[src/rtl/nor_bus_sequencer_if.sv]
// -----------------------------------------------------------------------------
// nor_bus_sequencer_if
// Groups the Wishbone-style request port and the NOR flash pad signals of
// nor_bus_sequencer.
//   Wishbone side : wb_cyc_i, wb_stb_i, wb_we_i, wb_adr_i[25:0], wb_dat_i[15:0],
//                   wait_ry_i  -> sequencer
//                   wb_dat_o[15:0], wb_ack_o, wb_err_o, wb_stall_o <- sequencer
//   NOR pad side  : nor_addr_o[25:0], nor_data_o[15:0], nor_data_oe,
//                   nor_ce_o, nor_oe_o, nor_we_o (active low), nor_ry_o
//                   <- sequencer
//                   nor_data_i[15:0], nor_ry_i -> sequencer
// Modport slave is the sequencer's view, master is the environment's view.
// -----------------------------------------------------------------------------
interface nor_bus_sequencer_if;
   logic        wb_cyc_i;
   logic        wb_stb_i;
   logic        wb_we_i;
   logic [25:0] wb_adr_i;
   logic [15:0] wb_dat_i;
   logic        wait_ry_i;
   logic [15:0] wb_dat_o;
   logic        wb_ack_o;
   logic        wb_err_o;
   logic        wb_stall_o;
   logic [25:0] nor_addr_o;
   logic [15:0] nor_data_o;
   logic        nor_data_oe;
   logic [15:0] nor_data_i;
   logic        nor_ry_i;
   logic        nor_ce_o;
   logic        nor_oe_o;
   logic        nor_we_o;
   logic        nor_ry_o;

   modport slave (
      input  wb_cyc_i, wb_stb_i, wb_we_i, wb_adr_i, wb_dat_i, wait_ry_i,
      input  nor_data_i, nor_ry_i,
      output wb_dat_o, wb_ack_o, wb_err_o, wb_stall_o,
      output nor_addr_o, nor_data_o, nor_data_oe,
      output nor_ce_o, nor_oe_o, nor_we_o, nor_ry_o
   );

   modport master (
      output wb_cyc_i, wb_stb_i, wb_we_i, wb_adr_i, wb_dat_i, wait_ry_i,
      output nor_data_i, nor_ry_i,
      input  wb_dat_o, wb_ack_o, wb_err_o, wb_stall_o,
      input  nor_addr_o, nor_data_o, nor_data_oe,
      input  nor_ce_o, nor_oe_o, nor_we_o, nor_ry_o
   );
endinterface

[src/rtl/nor_bus_sequencer.sv]
// -----------------------------------------------------------------------------
// nor_bus_sequencer
// Turns single Wishbone-style requests into asynchronous NOR flash bus cycles
// with setup / strobe / hold timing expressed in system clock cycles, and
// optionally waits for RY/BY# after a write (with timeout).
// Ports:
//   clk_i   : system clock
//   reset_i : synchronous, active-high reset
//   bus     : nor_bus_sequencer_if.slave (request port + NOR pads)
// All pad outputs come straight from flops; the strobe/enable flops are loaded
// from the decode of the next state so each pad reflects the state it is in.
// -----------------------------------------------------------------------------
module nor_bus_sequencer #(
   parameter int TAS     = 2,
   parameter int TPW_RD  = 24,
   parameter int TPW_WR  = 10,
   parameter int TH      = 2,
   parameter int TBUSY   = 24,
   parameter int TIMEOUT = 12_000_000
) (
   input  logic                 clk_i,
   input  logic                 reset_i,
   nor_bus_sequencer_if.slave   bus
);

   localparam logic [23:0] C_TAS     = 24'(TAS - 1);
   localparam logic [23:0] C_TPW_RD  = 24'(TPW_RD - 1);
   localparam logic [23:0] C_TPW_WR  = 24'(TPW_WR - 1);
   localparam logic [23:0] C_TH      = 24'(TH - 1);
   localparam logic [23:0] C_TBUSY   = 24'(TBUSY - 1);
   localparam logic [23:0] C_TIMEOUT = 24'(TIMEOUT - 1);

   typedef enum logic [2:0] {
      S_IDLE, S_SETUP, S_STROBE, S_HOLD, S_BUSY, S_DONE
   } state_t;

   state_t      r_state, w_state_nxt;
   logic [23:0] r_cnt, w_cnt_nxt;
   // In BUSY: 0 = blanking window (RY ignored), 1 = polling RY against timeout
   logic        r_ry_phase, w_ry_phase_nxt;
   logic        r_we, r_wait_ry;
   // Sticky: requester dropped cyc, so the completion pulse must not be sent
   logic        r_abort, w_abort_nxt;
   logic [1:0]  r_ry_sync;

   logic        w_accept, w_capture, w_timeout, w_we_eff, w_active;
   logic        w_ack_nxt, w_err_nxt;

   logic [15:0] r_wb_dat;
   logic        r_ack, r_err, r_stall;
   logic [25:0] r_addr;
   logic [15:0] r_data;
   logic        r_data_oe, r_ce_n, r_oe_n, r_we_n;

   // ---------------------------------------------------------------- next state
   always_comb begin
      w_state_nxt    = r_state;
      w_cnt_nxt      = r_cnt;
      w_ry_phase_nxt = r_ry_phase;
      w_accept       = 1'b0;
      w_capture      = 1'b0;
      w_timeout      = 1'b0;
      case (r_state)
         S_IDLE: begin
            if (bus.wb_cyc_i && bus.wb_stb_i) begin
               w_accept    = 1'b1;
               w_state_nxt = S_SETUP;
               w_cnt_nxt   = C_TAS;
            end
         end
         S_SETUP: begin
            if (r_cnt == '0) begin
               w_state_nxt = S_STROBE;
               w_cnt_nxt   = r_we ? C_TPW_WR : C_TPW_RD;
            end else begin
               w_cnt_nxt = r_cnt - 24'd1;
            end
         end
         S_STROBE: begin
            if (r_cnt == '0) begin
               w_capture   = ~r_we;
               w_state_nxt = S_HOLD;
               w_cnt_nxt   = C_TH;
            end else begin
               w_cnt_nxt = r_cnt - 24'd1;
            end
         end
         S_HOLD: begin
            if (r_cnt == '0) begin
               if (r_we && r_wait_ry) begin
                  w_state_nxt    = S_BUSY;
                  w_cnt_nxt      = C_TBUSY;
                  w_ry_phase_nxt = 1'b0;
               end else begin
                  w_state_nxt = S_DONE;
               end
            end else begin
               w_cnt_nxt = r_cnt - 24'd1;
            end
         end
         S_BUSY: begin
            if (!r_ry_phase) begin
               if (r_cnt == '0) begin
                  w_ry_phase_nxt = 1'b1;
                  w_cnt_nxt      = C_TIMEOUT;
               end else begin
                  w_cnt_nxt = r_cnt - 24'd1;
               end
            end else if (r_ry_sync[1]) begin
               // Ready wins over a timeout expiring in the same cycle
               w_state_nxt = S_DONE;
            end else if (r_cnt == '0) begin
               w_state_nxt = S_DONE;
               w_timeout   = 1'b1;
            end else begin
               w_cnt_nxt = r_cnt - 24'd1;
            end
         end
         S_DONE: begin
            w_state_nxt = S_IDLE;
         end
         default: begin
            w_state_nxt = S_IDLE;
         end
      endcase

      w_abort_nxt = (r_state == S_IDLE) ? 1'b0 : (r_abort | ~bus.wb_cyc_i);

      // The cycle being accepted has not latched its direction yet
      w_we_eff  = w_accept ? bus.wb_we_i : r_we;
      w_active  = (w_state_nxt == S_SETUP) || (w_state_nxt == S_STROBE) ||
                  (w_state_nxt == S_HOLD);
      w_ack_nxt = (w_state_nxt == S_DONE) && !w_timeout && !w_abort_nxt;
      w_err_nxt = (w_state_nxt == S_DONE) &&  w_timeout && !w_abort_nxt;
   end

   // ---------------------------------------------------------------- state register
   always_ff @(posedge clk_i) begin
      if (reset_i) begin
         r_state    <= S_IDLE;
         r_cnt      <= '0;
         r_ry_phase <= 1'b0;
         r_we       <= 1'b0;
         r_wait_ry  <= 1'b0;
         r_abort    <= 1'b0;
         r_ry_sync  <= 2'b11;
      end else begin
         r_state    <= w_state_nxt;
         r_cnt      <= w_cnt_nxt;
         r_ry_phase <= w_ry_phase_nxt;
         r_abort    <= w_abort_nxt;
         r_ry_sync  <= {r_ry_sync[0], bus.nor_ry_i};
         if (w_accept) begin
            r_we      <= bus.wb_we_i;
            r_wait_ry <= bus.wait_ry_i;
         end
      end
   end

   // ---------------------------------------------------------------- output registers
   always_ff @(posedge clk_i) begin
      if (reset_i) begin
         r_wb_dat  <= '0;
         r_ack     <= 1'b0;
         r_err     <= 1'b0;
         r_stall   <= 1'b0;
         r_addr    <= '0;
         r_data    <= '0;
         r_data_oe <= 1'b0;
         r_ce_n    <= 1'b1;
         r_oe_n    <= 1'b1;
         r_we_n    <= 1'b1;
      end else begin
         if (w_accept) begin
            r_addr <= bus.wb_adr_i;
            r_data <= bus.wb_dat_i;
         end
         if (w_capture) begin
            r_wb_dat <= bus.nor_data_i;
         end
         r_ack     <= w_ack_nxt;
         r_err     <= w_err_nxt;
         r_stall   <= (w_state_nxt != S_IDLE);
         r_ce_n    <= ~w_active;
         r_data_oe <= w_active & w_we_eff;
         r_oe_n    <= ~((w_state_nxt == S_STROBE) & ~w_we_eff);
         r_we_n    <= ~((w_state_nxt == S_STROBE) &  w_we_eff);
      end
   end

   assign bus.wb_dat_o    = r_wb_dat;
   assign bus.wb_ack_o    = r_ack;
   assign bus.wb_err_o    = r_err;
   assign bus.wb_stall_o  = r_stall;
   assign bus.nor_addr_o  = r_addr;
   assign bus.nor_data_o  = r_data;
   assign bus.nor_data_oe = r_data_oe;
   assign bus.nor_ce_o    = r_ce_n;
   assign bus.nor_oe_o    = r_oe_n;
   assign bus.nor_we_o    = r_we_n;
   assign bus.nor_ry_o    = r_ry_sync[1];

endmodule

[src/flat_wrapper.sv]
// flat-port wrapper written by rule: the top's interface ports become plain ports
module nor_bus_sequencer_flat 
#(
   parameter int TAS     = 2,
   parameter int TPW_RD  = 24,
   parameter int TPW_WR  = 10,
   parameter int TH      = 2,
   parameter int TBUSY   = 24,
   parameter int TIMEOUT = 12_000_000
)
  (clk_i, reset_i, bus_wb_cyc_i, bus_wb_stb_i, bus_wb_we_i, bus_wb_adr_i, bus_wb_dat_i, bus_wait_ry_i, bus_nor_data_i, bus_nor_ry_i, bus_wb_dat_o, bus_wb_ack_o, bus_wb_err_o, bus_wb_stall_o, bus_nor_addr_o, bus_nor_data_o, bus_nor_data_oe, bus_nor_ce_o, bus_nor_oe_o, bus_nor_we_o, bus_nor_ry_o);
  nor_bus_sequencer_if bus_i ();
  input  logic clk_i;
  input  logic reset_i;
  input wire logic [$bits(bus_i.wb_cyc_i)-1:0] bus_wb_cyc_i;
  input wire logic [$bits(bus_i.wb_stb_i)-1:0] bus_wb_stb_i;
  input wire logic [$bits(bus_i.wb_we_i)-1:0] bus_wb_we_i;
  input wire logic [$bits(bus_i.wb_adr_i)-1:0] bus_wb_adr_i;
  input wire logic [$bits(bus_i.wb_dat_i)-1:0] bus_wb_dat_i;
  input wire logic [$bits(bus_i.wait_ry_i)-1:0] bus_wait_ry_i;
  input wire logic [$bits(bus_i.nor_data_i)-1:0] bus_nor_data_i;
  input wire logic [$bits(bus_i.nor_ry_i)-1:0] bus_nor_ry_i;
  output wire logic [$bits(bus_i.wb_dat_o)-1:0] bus_wb_dat_o;
  output wire logic [$bits(bus_i.wb_ack_o)-1:0] bus_wb_ack_o;
  output wire logic [$bits(bus_i.wb_err_o)-1:0] bus_wb_err_o;
  output wire logic [$bits(bus_i.wb_stall_o)-1:0] bus_wb_stall_o;
  output wire logic [$bits(bus_i.nor_addr_o)-1:0] bus_nor_addr_o;
  output wire logic [$bits(bus_i.nor_data_o)-1:0] bus_nor_data_o;
  output wire logic [$bits(bus_i.nor_data_oe)-1:0] bus_nor_data_oe;
  output wire logic [$bits(bus_i.nor_ce_o)-1:0] bus_nor_ce_o;
  output wire logic [$bits(bus_i.nor_oe_o)-1:0] bus_nor_oe_o;
  output wire logic [$bits(bus_i.nor_we_o)-1:0] bus_nor_we_o;
  output wire logic [$bits(bus_i.nor_ry_o)-1:0] bus_nor_ry_o;
  assign bus_i.wb_cyc_i = bus_wb_cyc_i;
  assign bus_i.wb_stb_i = bus_wb_stb_i;
  assign bus_i.wb_we_i = bus_wb_we_i;
  assign bus_i.wb_adr_i = bus_wb_adr_i;
  assign bus_i.wb_dat_i = bus_wb_dat_i;
  assign bus_i.wait_ry_i = bus_wait_ry_i;
  assign bus_i.nor_data_i = bus_nor_data_i;
  assign bus_i.nor_ry_i = bus_nor_ry_i;
  assign bus_wb_dat_o = bus_i.wb_dat_o;
  assign bus_wb_ack_o = bus_i.wb_ack_o;
  assign bus_wb_err_o = bus_i.wb_err_o;
  assign bus_wb_stall_o = bus_i.wb_stall_o;
  assign bus_nor_addr_o = bus_i.nor_addr_o;
  assign bus_nor_data_o = bus_i.nor_data_o;
  assign bus_nor_data_oe = bus_i.nor_data_oe;
  assign bus_nor_ce_o = bus_i.nor_ce_o;
  assign bus_nor_oe_o = bus_i.nor_oe_o;
  assign bus_nor_we_o = bus_i.nor_we_o;
  assign bus_nor_ry_o = bus_i.nor_ry_o;
  nor_bus_sequencer #(.TAS(TAS), .TPW_RD(TPW_RD), .TPW_WR(TPW_WR), .TH(TH), .TBUSY(TBUSY), .TIMEOUT(TIMEOUT)) u_core (.clk_i(clk_i), .reset_i(reset_i), .bus(bus_i));
endmodule
[config.mk]
export PLATFORM = sky130hd
export DESIGN_NAME = nor_bus_sequencer_flat
export DESIGN_NICKNAME = d
export VERILOG_FILES = /design/src/rtl/nor_bus_sequencer_if.sv /design/src/rtl/nor_bus_sequencer.sv /design/src/flat_wrapper.sv
export SDC_FILE = /design/constraint.sdc
export NUM_CORES = 1
export LEC_CHECK = 0
export ABC_CLOCK_PERIOD_IN_PS = 4010
export CORE_AREA = 2 2 71 140
export DETAILED_ROUTE_END_ITERATION = 7
export DIE_AREA = 0 0 73 142
export PLACE_DENSITY = 0.84
export RECOVER_POWER = 100
export SETUP_SLACK_MARGIN = 0.5
export SKIP_LAST_GASP = 1
export SLEW_MARGIN = 20
export SYNTH_ARGS = -nofsm -noshare
export SYNTH_HDL_FRONTEND = slang
export SYNTH_SLANG_ARGS = --single-unit
[constraint.sdc]
create_clock -name clk_i -period 4.01 [get_ports clk_i]
set_input_delay 0.401 -clock clk_i [delete_from_list [all_inputs] [get_ports clk_i]]
set_output_delay 0.401 -clock clk_i [all_outputs]
set_load 0.03 [all_outputs]
Word level (Yosys, flattened, before mapping)
Cells that the tools add are included.
{"block": "word_totals", "regBits": 98, "in_bits": 65, "output_inout_bits": 66, "word_cells": 93}
{"block": "op_classes", "add_sub_neg": 1, "eq_ne": 14, "muxes": 34, "bitwise": 10, "reduce_logical": 17}
{"operator": "24-bit 2-to-1 mux", "count": 9}
{"operator": "24-bit case mux with 5 select lines", "count": 1}
{"operator": "24-bit logical NOT", "count": 1}
{"operator": "24-bit by 1-bit subtractor with 24-bit output (second input constant)", "count": 1}
{"operator": "3-bit 2-to-1 mux", "count": 7}
{"operator": "3-bit case mux with 5 select lines", "count": 1}
{"operator": "1-bit 2-to-1 mux", "count": 14}
{"operator": "3-bit by 2-bit equality test with 1-bit output (second input constant)", "count": 4}
{"operator": "3-bit != test (second input constant)", "count": 3}
{"operator": "3-bit by 1-bit equality test with 1-bit output (second input constant)", "count": 2}
{"operator": "3-bit equality test (second input constant)", "count": 2}
{"operator": "1-bit logical AND", "count": 6}
{"operator": "2-bit by 1-bit != test with 1-bit output (second input constant)", "count": 3}
{"operator": "1-bit inverter", "count": 6}
{"operator": "5-bit 2-to-1 mux", "count": 1}
{"operator": "5-bit AND reduction", "count": 1}
{"operator": "5-bit nonzero test", "count": 1}
{"operator": "1-bit bitwise AND", "count": 3}
{"operator": "3-bit logical NOT", "count": 1}
{"operator": "3-bit AND reduction", "count": 1}
{"operator": "3-bit nonzero test", "count": 1}
{"operator": "1-bit logical NOT", "count": 2}
{"operator": "1-bit logical OR", "count": 2}
{"operator": "1-bit case mux with 2 select lines", "count": 1}
{"operator": "2 further kinds", "count": 2}

Depth between registers and ports, before layout
Gate-level depths: netlist of the first run.
{"block": "logic_depth", "word_depth": 9, "mapped_depth": 10, "mapped_depth_nobuf": 8}

Worst setup path after synthesis of the first run
Ideal clock, no wire load.
{"block": "synth_path", "path_type": "flip-flop to flip-flop", "from": "reg u_core.r_cnt[0]", "to": "reg u_core.r_cnt[13]", "setup_time_ns": 0.074, "arrival_ns": 2.205, "required_ns": 3.936, "slack_ns": 1.731, "path_stages_with_launch": 10, "path_buffers": 1, "synth_period_minus_slack_ns": 2.279, "path_cell_list": "dfxtp_1 > inv_1 > ha_1 > nor4b_2 > nand3_1 > or3_4 > a221oi_4 > buf_6 > a21oi_1 > o22ai_2"}
{"block": "synth_via", "elab_chain_cells": 5, "elab_cells_between_ends": 13, "cone_classes": "add/sub: 1; eq/ne: 2; mux: 8; reduce/logical: 2"}
{"item": "start, declared", "line": "nor_bus_sequencer.sv:38", "source": "logic [23:0] r_cnt, w_cnt_nxt;"}
{"item": "start signal, assigned", "line": "nor_bus_sequencer.sv:149", "source": "r_cnt <= w_cnt_nxt;"}
{"item": "24-bit by 1-bit subtractor with 24-bit output"}
{"item": "24-bit 2-to-1 mux", "line": "nor_bus_sequencer.sv:112", "source": "end else if (r_cnt == '0) begin"}
{"item": "24-bit 2-to-1 mux", "line": "nor_bus_sequencer.sv:109", "source": "end else if (r_ry_sync[1]) begin"}
{"item": "24-bit 2-to-1 mux", "line": "nor_bus_sequencer.sv:102", "source": "if (!r_ry_phase) begin"}
{"item": "24-bit case mux with 5 select lines", "line": "nor_bus_sequencer.sv:63", "source": "case (r_state)"}
Parallel ways exist; a longest one is shown, timed or not. The select of a mux whose other input is x is not followed.
A chain may end at the register's enable or synchronous reset.

Worst setup path in the final report of the first run
{"block": "layout_path", "from": "reg u_core.r_cnt[0]", "to": "reg u_core.r_wb_dat[8], in the netlist u_core.bus.wb_dat_o[8]"}
{"block": "layout_via", "elab_chain_cells": 3}
{"item": "24-bit logical NOT", "line": "nor_bus_sequencer.sv:80", "source": "if (r_cnt == '0) begin"}
{"item": "1-bit 2-to-1 mux", "line": "nor_bus_sequencer.sv:80"}
{"item": "1-bit 2-to-1 mux", "line": "nor_bus_sequencer.sv:63"}
{"item": "end signal, assigned", "line": "nor_bus_sequencer.sv:179", "source": "r_wb_dat <= bus.nor_data_i;"}
{"item": "end, declared", "line": "nor_bus_sequencer.sv:49", "source": "logic [15:0] r_wb_dat;"}
Every way passes these cells.

==> run_results.csv, run 1 <==
group,metric,value,unit
die,core-area,9321,µm²
route,viasPerCell,5.697,
power,pwr_density_cell,777.9,nW/µm²
logic_synthesis,async_flop_share,0,%
die,rows,50,
sta,drv_slew,0,
route,drt-pass1-iter-count,4,
final_layout,area_growth,37.83,%
min_path,hp-class,"reg -> reg",
route,via_count,4324,
setup_path,required,4280,ps
sta,worst_slew_pin_slew,1451,ps
clocking,postCtsHoldBufs,0,
final_layout,register_area,1962,µm²
logic_synthesis,synthesis.area,4250,µm²
setup_path,arrival,3470,ps
logic_synthesis,synth_cell_type_count,57,
clocking,cts_setup_buffers,0,
placed_design,gp_congestion,0.9719,
clocking,clockBufferDepth,2,
setup_path,endpoint_kind,"flip-flop",
global_routing,grt.total_usage,24.90,%
route,wire_per_inst,16.66,µm
route,drc,0,
global_routing,grt_pass1_vias,4427,
die,die_y,142,µm
sta,hold_slack,412.4,ps
route,first_iter_violations,233,
sta,fmax,312.2,MHz
clocking,clockRootBuffer,"clkbuf_16",
min_path,hold_path_depth,1,
sta,slew_headroom,2.931,%
clocking,clkSinkCount,98,
logic_synthesis,synthCells,533,
sta,skew,7.075,ps
setup_path,r2r_end,"u_core.bus.wb_dat_o[8]$_SDFFE_PP0P_",
outcome,outcome,"finished, final reports clean",
clocking,worstSkewPairLatency,340,ps
final_layout,layout_common_cells,"nand2_1, dfxtp_1, a21oi_1, dlygate4sd3_1, clkdlybuf4s50_1",
final_layout,multi_input_area,2117,µm²
setup_path,slowest_delay,1030,ps
logic_synthesis,syn_area_per_cell,7.974,µm²
clocking,htreeDepth,3,
sta,finalSetupTns,0,ps
logic_synthesis,yosys_register_bits,98,
global_routing,antenna_found_initial,0,
final_layout,final_util,62.85,%
setup_path,reg2reg_slack,810,ps
power,ir_drop,0.0004703,V
final_layout,n_fill_cell,760,
die,initial_utilization,45.60,%
setup_path,cp_slowest_cell,"nor4_2",
setup_path,reg2regPathDepth,8,
min_path,whs_endpoint,"u_core.r_ry_sync[1]$_SDFF_PP1_",
route,wirelength,12650,µm
sta,min_period,3203,ps
global_routing,grt_start_max_net_pins,78,
setup_path,critical_path.cell_chain,"inv_1, ha_1, nor4b_2, nand4_1, or2_2, nor4_2, nand2_1, a21oi_1",
power,power_leakage,2.341,nW
clocking,clk_pin_slew,70,ps
setup_path,critPathMaxFanout,16,
placed_design,hpwl,9433,µm
sta,setup_viol,0,
sta,timing.final.crit_share,79.87,%
final_layout,drive_above_1_share,5.496,%
setup_path,rr_startpoint,"u_core.r_cnt[0]$_SDFFE_PP0P_",
logic_synthesis,ys_warn_count,0,
sta,hold_violations,0,
final_layout,final_common_cell,"nand2_1",
global_routing,grt_pass1_wl,20310,µm
sta,rsz0062_at_grt,"no",
clocking,ctsResizeCount,0,
final_layout,antenna_cells,0,
logic_synthesis,synth_seq_area_share,46.16,%
clocking,cts_made_buffers,9,
setup_path,crit_type,"reg -> reg",
logic_synthesis,syn_nets,600,
logic_synthesis,synth_edf_count,0,
die,dieArea,10370,µm²
setup_path,cp-start-kind,"flip-flop",
global_routing,gr-total-overflow,0,
die,fp.dieW,73,µm
run,drv_cap,0,
min_path,min_from,"u_core.r_ry_sync[0]$_SDFF_PP1_",
setup_path,crit_buf_inv,1,
die,pin_count,131,
setup_path,cpLargestDelayFamily,"simple AND/OR/NAND/NOR gates",
logic_synthesis,ys.flop_type,"dfxtp_1",
placed_design,port_buffers,130,
final_layout,final_nets,717,
clocking,cts_tree,"yes",
route,drtAntennaViolNets,0,
state kept, by name (all words and copies together), names as in the netlist:
name and cells:
u_core.bus.nor_addr_o 26, u_core.r_cnt 24, u_core.bus.nor_data_o 16, u_core.bus.wb_dat_o 16
u_core.r_state 3, u_core.r_ry_sync 2, u_core.bus.nor_ce_o 1, u_core.bus.nor_data_oe 1
u_core.bus.nor_oe_o 1, u_core.bus.nor_we_o 1, u_core.bus.wb_ack_o 1, u_core.bus.wb_err_o 1
u_core.bus.wb_stall_o 1, u_core.r_abort 1, u_core.r_ry_phase 1, u_core.r_wait_ry 1
u_core.r_we 1
cells in the mapped netlist (all sizes together) (8+ instances only):
master	count	area, µm²
a21o	8	60.06
a21oi	79	395.4
clkbuf	25	93.84
dfxtp	98	1962
inv	10	37.54
nand2	140	525.5
nand3	10	50.05
nor2	27	101.4
nor3	13	65.06
o21ai	20	100.1
or3	9	61.31
where the power goes:
| part | switching, mW | total (mW) | internal [mW] | leakage, nW |
|---|---|---|---|---|
| Sequential | 0.166 | 1.30 | 1.13 | 0.797 |
| Combinational | 1.58 | 2.44 | 0.862 | 1.42 |
| Clock | 0.390 | 0.819 | 0.429 | 0.129 |
how the worst max path moves through the flow:
stage / depth (start not counted) / start / endpoint
after floorplan: 9 / u_core.r_cnt[0]$_SDFFE_PP0P_ / u_core.r_cnt[13]$_SDFFE_PP0P_
after global placement: 8 / u_core.r_cnt[0]$_SDFFE_PP0P_ / u_core.r_cnt[2]$_SDFFE_PP0P_
after detailed placement: 8 / u_core.r_cnt[0]$_SDFFE_PP0P_ / u_core.r_cnt[2]$_SDFFE_PP0P_
after CTS: 8 / u_core.r_cnt[0]$_SDFFE_PP0P_ / u_core.r_cnt[2]$_SDFFE_PP0P_
after global routing: 8 / u_core.r_cnt[0]$_SDFFE_PP0P_ / u_core.bus.wb_dat_o[8]$_SDFFE_PP0P_
final: 8 / u_core.r_cnt[0]$_SDFFE_PP0P_ / u_core.bus.wb_dat_o[8]$_SDFFE_PP0P_
cell families (layout without fill, tap and decap cells):
kind of cell	count (synthesis)	count (layout)	share of synthesized area, %
AOI/OAI and AO/OA	147	147	21.37
xor gates and xnor gates	1	1	0.2061
adders and majority gates	2	2	0.5887
buffers and inverters	39	161	3.680
DFF	98	98	46.16
muxes	1	1	0.2355
and+or+nand+nor	245	245	27.76
per-stage QoR:
step                cells  power, mW  setup slack [ps]  area [µm²]
floorplan             533      3.030              1731        4250
global placement      743      3.701              1163        5598
detailed placement    743      3.756              1075        5598
CTS                   759      4.581              1061        5877
global route          759      4.849             448.2        5858
finish                759      4.557             807.3        5858
layer usage:
| layer | track usage (%) | vias to the layer above | routed length (µm) |
|---|---|---|---|
| li1 | - | 2088 | - |
| met1 | 24.64 | 1989 | 4300 |
| met2 | 42.91 | 192 | 6573 |
| met5 | 0 | - | 0 |
| met4 | 17.45 | 0 | 867 |
| met3 | 7.153 | 55 | 906 |
final cells by class:
cell class                 count  share of cell area [%]
clock buffer                  10                   3.909
sequential                    98                   33.49
tap                          104                   2.221
multi-input combinational    396                   36.14
timing repair buffer         135                   22.75
inverter                      10                  0.6408
clock inverter                 6                  0.8543
Note: power is estimated with default switching activity, not from simulation.
==> inputs of run 2 (changes only) <==
Settings changed: ABC_CLOCK_PERIOD_IN_PS 4010 to 2570, CORE_AREA 2 2 71 140 to 2 2 75 148, DIE_AREA 0 0 73 142 to 0 0 77 150, PLACE_DENSITY 0.84 to 0.8.
Clock period 4.01 ns to 2.57 ns, I/O delays scaled along.
==> run_results.csv, run 2 (synthesized netlist as in run 1, its figures left out) <==
group,metric,value,unit
outcome,outcome,"finished, final reports clean",
clocking,worstSkewPairLatency,340,ps
route,via_count,4666,
setup_path,cp-start-kind,"flip-flop",
final_layout,antenna_cells,0,
run,drv_cap,0,
placed_design,place_area,5801,µm²
clocking,postCtsHoldBufs,0,
die,core-area,10480,µm²
global_routing,gr-total-overflow,0,
setup_path,cpLargestDelayFamily,"buffers and inverters",
sta,rsz0062_at_grt,"yes",
final_layout,final_util,62.63,%
sta,skew,5.529,ps
die,pin_count,131,
global_routing,antenna_found_initial,0,
final_layout,largest_reg_flops,26,
placed_design,hpwl,10270,µm
setup_path,endpoint_kind,"flip-flop",
setup_path,crit_type,"reg -> reg",
power,ir_drop,0.001031,V
die,die_y,150,µm
power,power_leakage,2.654,nW
sta,setup_viol,0,
final_layout,area_growth,54.40,%
setup_path,crit_buf_inv,4,
sta,finalSetupTns,0,ps
setup_path,cp_slowest_cell,"dfxtp_2",
global_routing,grt_pass1_wl,22650,µm
route,drc,0,
route,drt-pass1-iter-count,5,
sta,hold_violations,0,
setup_path,path_common_cell,"buf_6",
power,pwr_density_cell,1375,nW/µm²
final_layout,final_common_cell,"nand2_1",
setup_path,required,2850,ps
clocking,clockRootBuffer,"clkbuf_16",
final_layout,register_area,1971,µm²
placed_design,dp_cells,789,
clocking,clockBufferDepth,2,
sta,min_period,2382,ps
global_routing,grt_pass1_vias,4488,
final_layout,final_nets,760,
placed_design,gp_congestion,0.9592,
final_layout,stdcell_count,835,
route,first_iter_violations,329,
final_layout,multi_input_area,2395,µm²
final_layout,layout_common_cells,"nand2_1, dfxtp_1, a21oi_1, dlygate4sd3_1, clkdlybuf4s50_1",
route,wirelength,15060,µm
route,wire_per_inst,18.03,µm
die,fp.dieW,77,µm
setup_path,reg2regPathDepth,10,
die,initial_utilization,40.57,%
setup_path,cp.depth,10,
min_path,hp-class,"reg -> reg",
setup_path,slowest_delay,360,ps
global_routing,grt.total_usage,25.15,%
sta,slew_headroom,16.21,%
setup_path,critPathMaxFanout,6,
min_path,hold_path_depth,1,
route,viasPerCell,5.588,
clocking,cts_tree,"yes",
power,power,9.026,mW
final_layout,drive_above_1_share,19.34,%
sta,timing.final.crit_share,92.68,%
route,drtAntennaViolNets,0,
final_layout,fin_area,6563,µm²
sta,worst_slew_pin_slew,1257,ps
clocking,clk_pin_slew,70,ps
setup_path,arrival,2670,ps
die,dieArea,11550,µm²
die,rows,53,
clocking,clkSinkCount,98,
setup_path,critical_path.cell_chain,"nor4_4, clkbuf_1, buf_4, and4_2, a21oi_2, a221oi_4, buf_6, buf_6, a21o_1, a32o_1",
placed_design,port_buffers,130,
sta,fmax,419.9,MHz
final_layout,n_fill_cell,897,
sta,drv_slew,0,
global_routing,grt_start_max_net_pins,59,
clocking,cts_made_buffers,9,
clocking,htreeDepth,3,
-- run 2: cell count changes in the layout (fill, tap and decap cells not counted), sizes merged --
cell,before,now
clkinv,1,3
bufinv,0,1
clkbuf,11,14
buf,5,45
clkinvlp,3,1
inv,12,11
-- run 2: layout make-up --
cell class / count / share of cell area (%)
flip-flops and latches: 98 / 30.03
clock buffers: 10 / 3.489
repair buffers: 178 / 25.82
well taps: 137 / 2.612
clock inverters: 6 / 0.9914
inverters: 10 / 0.5720
multi-input cells: 396 / 36.49
-- run 2: path summary, 6_finish.rpt --
path,from,endpoint,slack [ps]
setup reg to reg,u_core.r_cnt[9]$_SDFFE_PP0P_,u_core.r_cnt[15]$_SDFFE_PP0P_,190
hold / removal,u_core.r_ry_sync[0]$_SDFF_PP1_,u_core.r_ry_sync[1]$_SDFF_PP1_,410
hold reg to reg,u_core.r_ry_sync[0]$_SDFF_PP1_,u_core.r_ry_sync[1]$_SDFF_PP1_,410
setup / recovery,u_core.r_cnt[9]$_SDFFE_PP0P_,u_core.r_cnt[15]$_SDFFE_PP0P_,190
-- run 2: layer usage --
layer / vias to the layer above / wire (µm) / track usage, % / share of wire, %
met1: 2175 / 4868 / 23.68 / 32
li1: 2171 / - / - / -
met4: 0 / 933 / 14.73 / 6.2
met5: - / 0 / 0 / 0
met2: 244 / 8319 / 48.55 / 55
met3: 76 / 938 / 5.669 / 6.2
-- run 2: where the power goes --
| group | internal (mW) | switching, mW |
|---|---|---|
| Clock | 0.757 | 0.599 |
| Combinational | 2.27 | 3.32 |
| Sequential | 1.78 | 0.302 |
| Total | 4.80 | 4.22 |
-- run 2: through the flow --
stage	setup slack, ps	hold slack (ps)
after CTS	344.2	347.0
after global placement	255.3	394.2
final	188.2	408.8
after global routing	114.8	421.4
after floorplan	385.9	360.8
after detailed placement	115.3	393.3
-- run 2: timing repair --
action / 4_1_cts / 5_1_grt
gates resized for setup: 43 / 33
setup buffers: 18 / 7
cloned: 5 / 0
setup endpoints to repair: 46 / 53
pin swaps: 28 / 10
==> inputs of run 3 (changes only) <==
Settings changed: SETUP_SLACK_MARGIN 0.5 to 0.2.
==> run_results.csv, run 3 (synthesized netlist as in run 1, its figures left out) <==
group,metric,value,unit
global_routing,use_met2,40.44,%
placed_design,gp_congestion,0.9027,
setup_path,required,2820,ps
final_layout,layout_common_cells,"nand2_1, dfxtp_1, a21oi_1, dlygate4sd3_1, clkdlybuf4s50_1",
final_layout,drive_above_1_share,12.34,%
sta,fmax,417.6,MHz
power,power_leakage,2.539,nW
setup_path,slowest_delay,430,ps
outcome,outcome,"finished, final reports clean",
setup_path,endpoint_kind,"flip-flop",
power,ir_drop,0.0006286,V
clocking,cts_made_buffers,9,
final_layout,area_growth,48.01,%
clocking,clkSinkCount,98,
die,fp.dieW,77,µm
setup_path,crit_type,"reg -> reg",
power,pwr_density_cell,1292,nW/µm²
clocking,clockBufferDepth,2,
setup_path,arrival,2640,ps
sta,slew_headroom,8.940,%
setup_path,critical_path.cell_chain,"nor4_1, buf_4, buf_4, and3_1, a21oi_1, a221oi_4, buf_4, clkbuf_16, a21o_1, a22o_1",
final_layout,fin_area,6291,µm²
route,first_iter_violations,299,
global_routing,grt_start_max_net_pins,43,
clocking,worstSkewPairLatency,350,ps
setup_path,r2r_end,"u_core.r_cnt[8]$_SDFFE_PP0P_",
setup_path,reg2regPathDepth,10,
setup_path,cp_slowest_cell,"dfxtp_1",
power,power,8.128,mW
die,dieArea,11550,µm²
placed_design,port_buffers,130,
global_routing,gr-total-overflow,0,
setup_path,path_common_cell,"buf_4",
route,drtAntennaViolNets,0,
die,pin_count,131,
setup_path,critPathMaxFanout,8,
final_layout,final_common_cell,"nand2_1",
die,initial_utilization,40.57,%
final_layout,largest_reg_flops,26,
clocking,postCtsHoldBufs,0,
global_routing,met1_usage,20.65,%
setup_path,reg2reg_slack,180,ps
final_layout,final_nets,751,
global_routing,busiest_layer,"met2",
clocking,cts_tree,"yes",
sta,min_period,2394,ps
min_path,hp-class,"reg -> reg",
sta,skew,9.460,ps
sta,timing.final.crit_share,93.17,%
placed_design,hpwl,9525,µm
die,die_y,150,µm
final_layout,antenna_cells,0,
sta,finalSetupTns,0,ps
route,viasPerCell,5.446,
sta,drv_slew,0,
sta,rsz0062_at_grt,"no",
min_path,min_from,"u_core.r_ry_sync[0]$_SDFF_PP1_",
setup_path,cpLargestDelayFamily,"compound AO/OA/AOI/OAI gates",
min_path,whs_endpoint,"u_core.r_ry_sync[1]$_SDFF_PP1_",
route,wire_per_inst,16.16,µm
run,drv_cap,0,
global_routing,globalRouteMet3Util,5.669,%
sta,hold_violations,0,
route,via_count,4498,
die,core-area,10480,µm²
setup_path,cp-start-kind,"flip-flop",
setup_path,crit_buf_inv,4,
placed_design,place_area,5787,µm²
clocking,htreeDepth,3,
route,wirelength,13350,µm
global_routing,antenna_found_initial,0,
clocking,clockRootBuffer,"clkbuf_16",
route,drc,0,
die,rows,53,
clocking,clk_pin_slew,70,ps
final_layout,stdcell_count,826,
min_path,hold_path_depth,1,
sta,worst_slew_pin_slew,1366,ps
placed_design,dp_cells,794,
sta,setup_slack,175.6,ps
global_routing,grt_pass1_wl,19920,µm
final_layout,n_fill_cell,923,
global_routing,grt.total_usage,21.56,%
placed_design,pre_cts_ws,82.11,ps
setup_path,rr_startpoint,"u_core.r_cnt[4]$_SDFFE_PP0P_",
sta,setup_viol,0,
global_routing,grt_pass1_vias,4190,
route,drt-pass1-iter-count,5,
==> run 3: cell types whose count changed in the layout (fill, tap and decap cells not counted), sizes merged <==
| cell | previous run | this run |
|---|---|---|
| clkinv | 3 | 2 |
| clkbuf | 14 | 19 |
| inv | 11 | 13 |
| clkinvlp | 1 | 2 |
| bufinv | 1 | 0 |
| buf | 45 | 30 |
==> run 3: how the worst max path moves through the flow <==
stage | start | endpoint | slack [ps] | cells past startpoint
after floorplan | u_core.r_cnt[0]$_SDFFE_PP0P_ | u_core.r_cnt[13]$_SDFFE_PP0P_ | 290 | 9
after global placement | u_core.r_cnt[9]$_SDFFE_PP0P_ | u_core.r_cnt[15]$_SDFFE_PP0P_ | 160 | 6
after detailed placement | u_core.r_cnt[0]$_SDFFE_PP0P_ | u_core.r_cnt[15]$_SDFFE_PP0P_ | 80 | 8
after CTS | u_core.r_cnt[0]$_SDFFE_PP0P_ | u_core.r_cnt[15]$_SDFFE_PP0P_ | 200 | 8
after global routing | u_core.r_cnt[4]$_SDFFE_PP0P_ | u_core.r_cnt[20]$_SDFFE_PP0P_ | 90 | 10
final | u_core.r_cnt[4]$_SDFFE_PP0P_ | u_core.r_cnt[8]$_SDFFE_PP0P_ | 180 | 10
==> run 3: cell type report <==
class	instances	area [µm²]	area share, %
clock buffers	9	225.2	3.580
well taps	137	171.4	2.725
multi-input cells	396	2221	35.30
clock inverters	7	60.06	0.9547
flip-flops and latches	98	1966	31.25
inverters	10	40.04	0.6364
repair buffers	169	1608	25.56
==> run 3: power by group <==
group,switching (mW),internal [mW]
clock,0.625,0.674
combinational,2.82,1.98
sequential,0.262,1.77
total,3.70,4.43
==> run 3: per-layer routing <==
layer / up-vias / routed length (µm)
met5: - / 0
met4: 0 / 638
met3: 53 / 792
met1: 2085 / 4541
met2: 199 / 7377
li1: 2161 / -
==> run 3: repair_timing <==
| action | in CTS | in global routing |
|---|---|---|
| cloned | 0 | 3 |
| setup buffers | 0 | 13 |
| pin swaps | 1 | 8 |
| hold endpoints to repair | 0 | 0 |
| resized for setup | 4 | 27 |
| endpoints found under the setup margin | 24 | 41 |
==> run 3: worst reg2reg max path, delay by kind of cell, from the launching register on <==
kind,cells,cell delay [ps]
buffers and inverters,4,660
AOI/OAI and AO/OA,4,920
DFF,1,430
and+or+nand+nor,2,290
==> run 3: through the flow <==
step	hold WS, ps	utilization (%)
finish	410.9	60.04
floorplan	360.8	-
global placement	399.1	55.23
detailed placement	398.9	55.23
global route	443.2	60.04
CTS	230.7	58.17
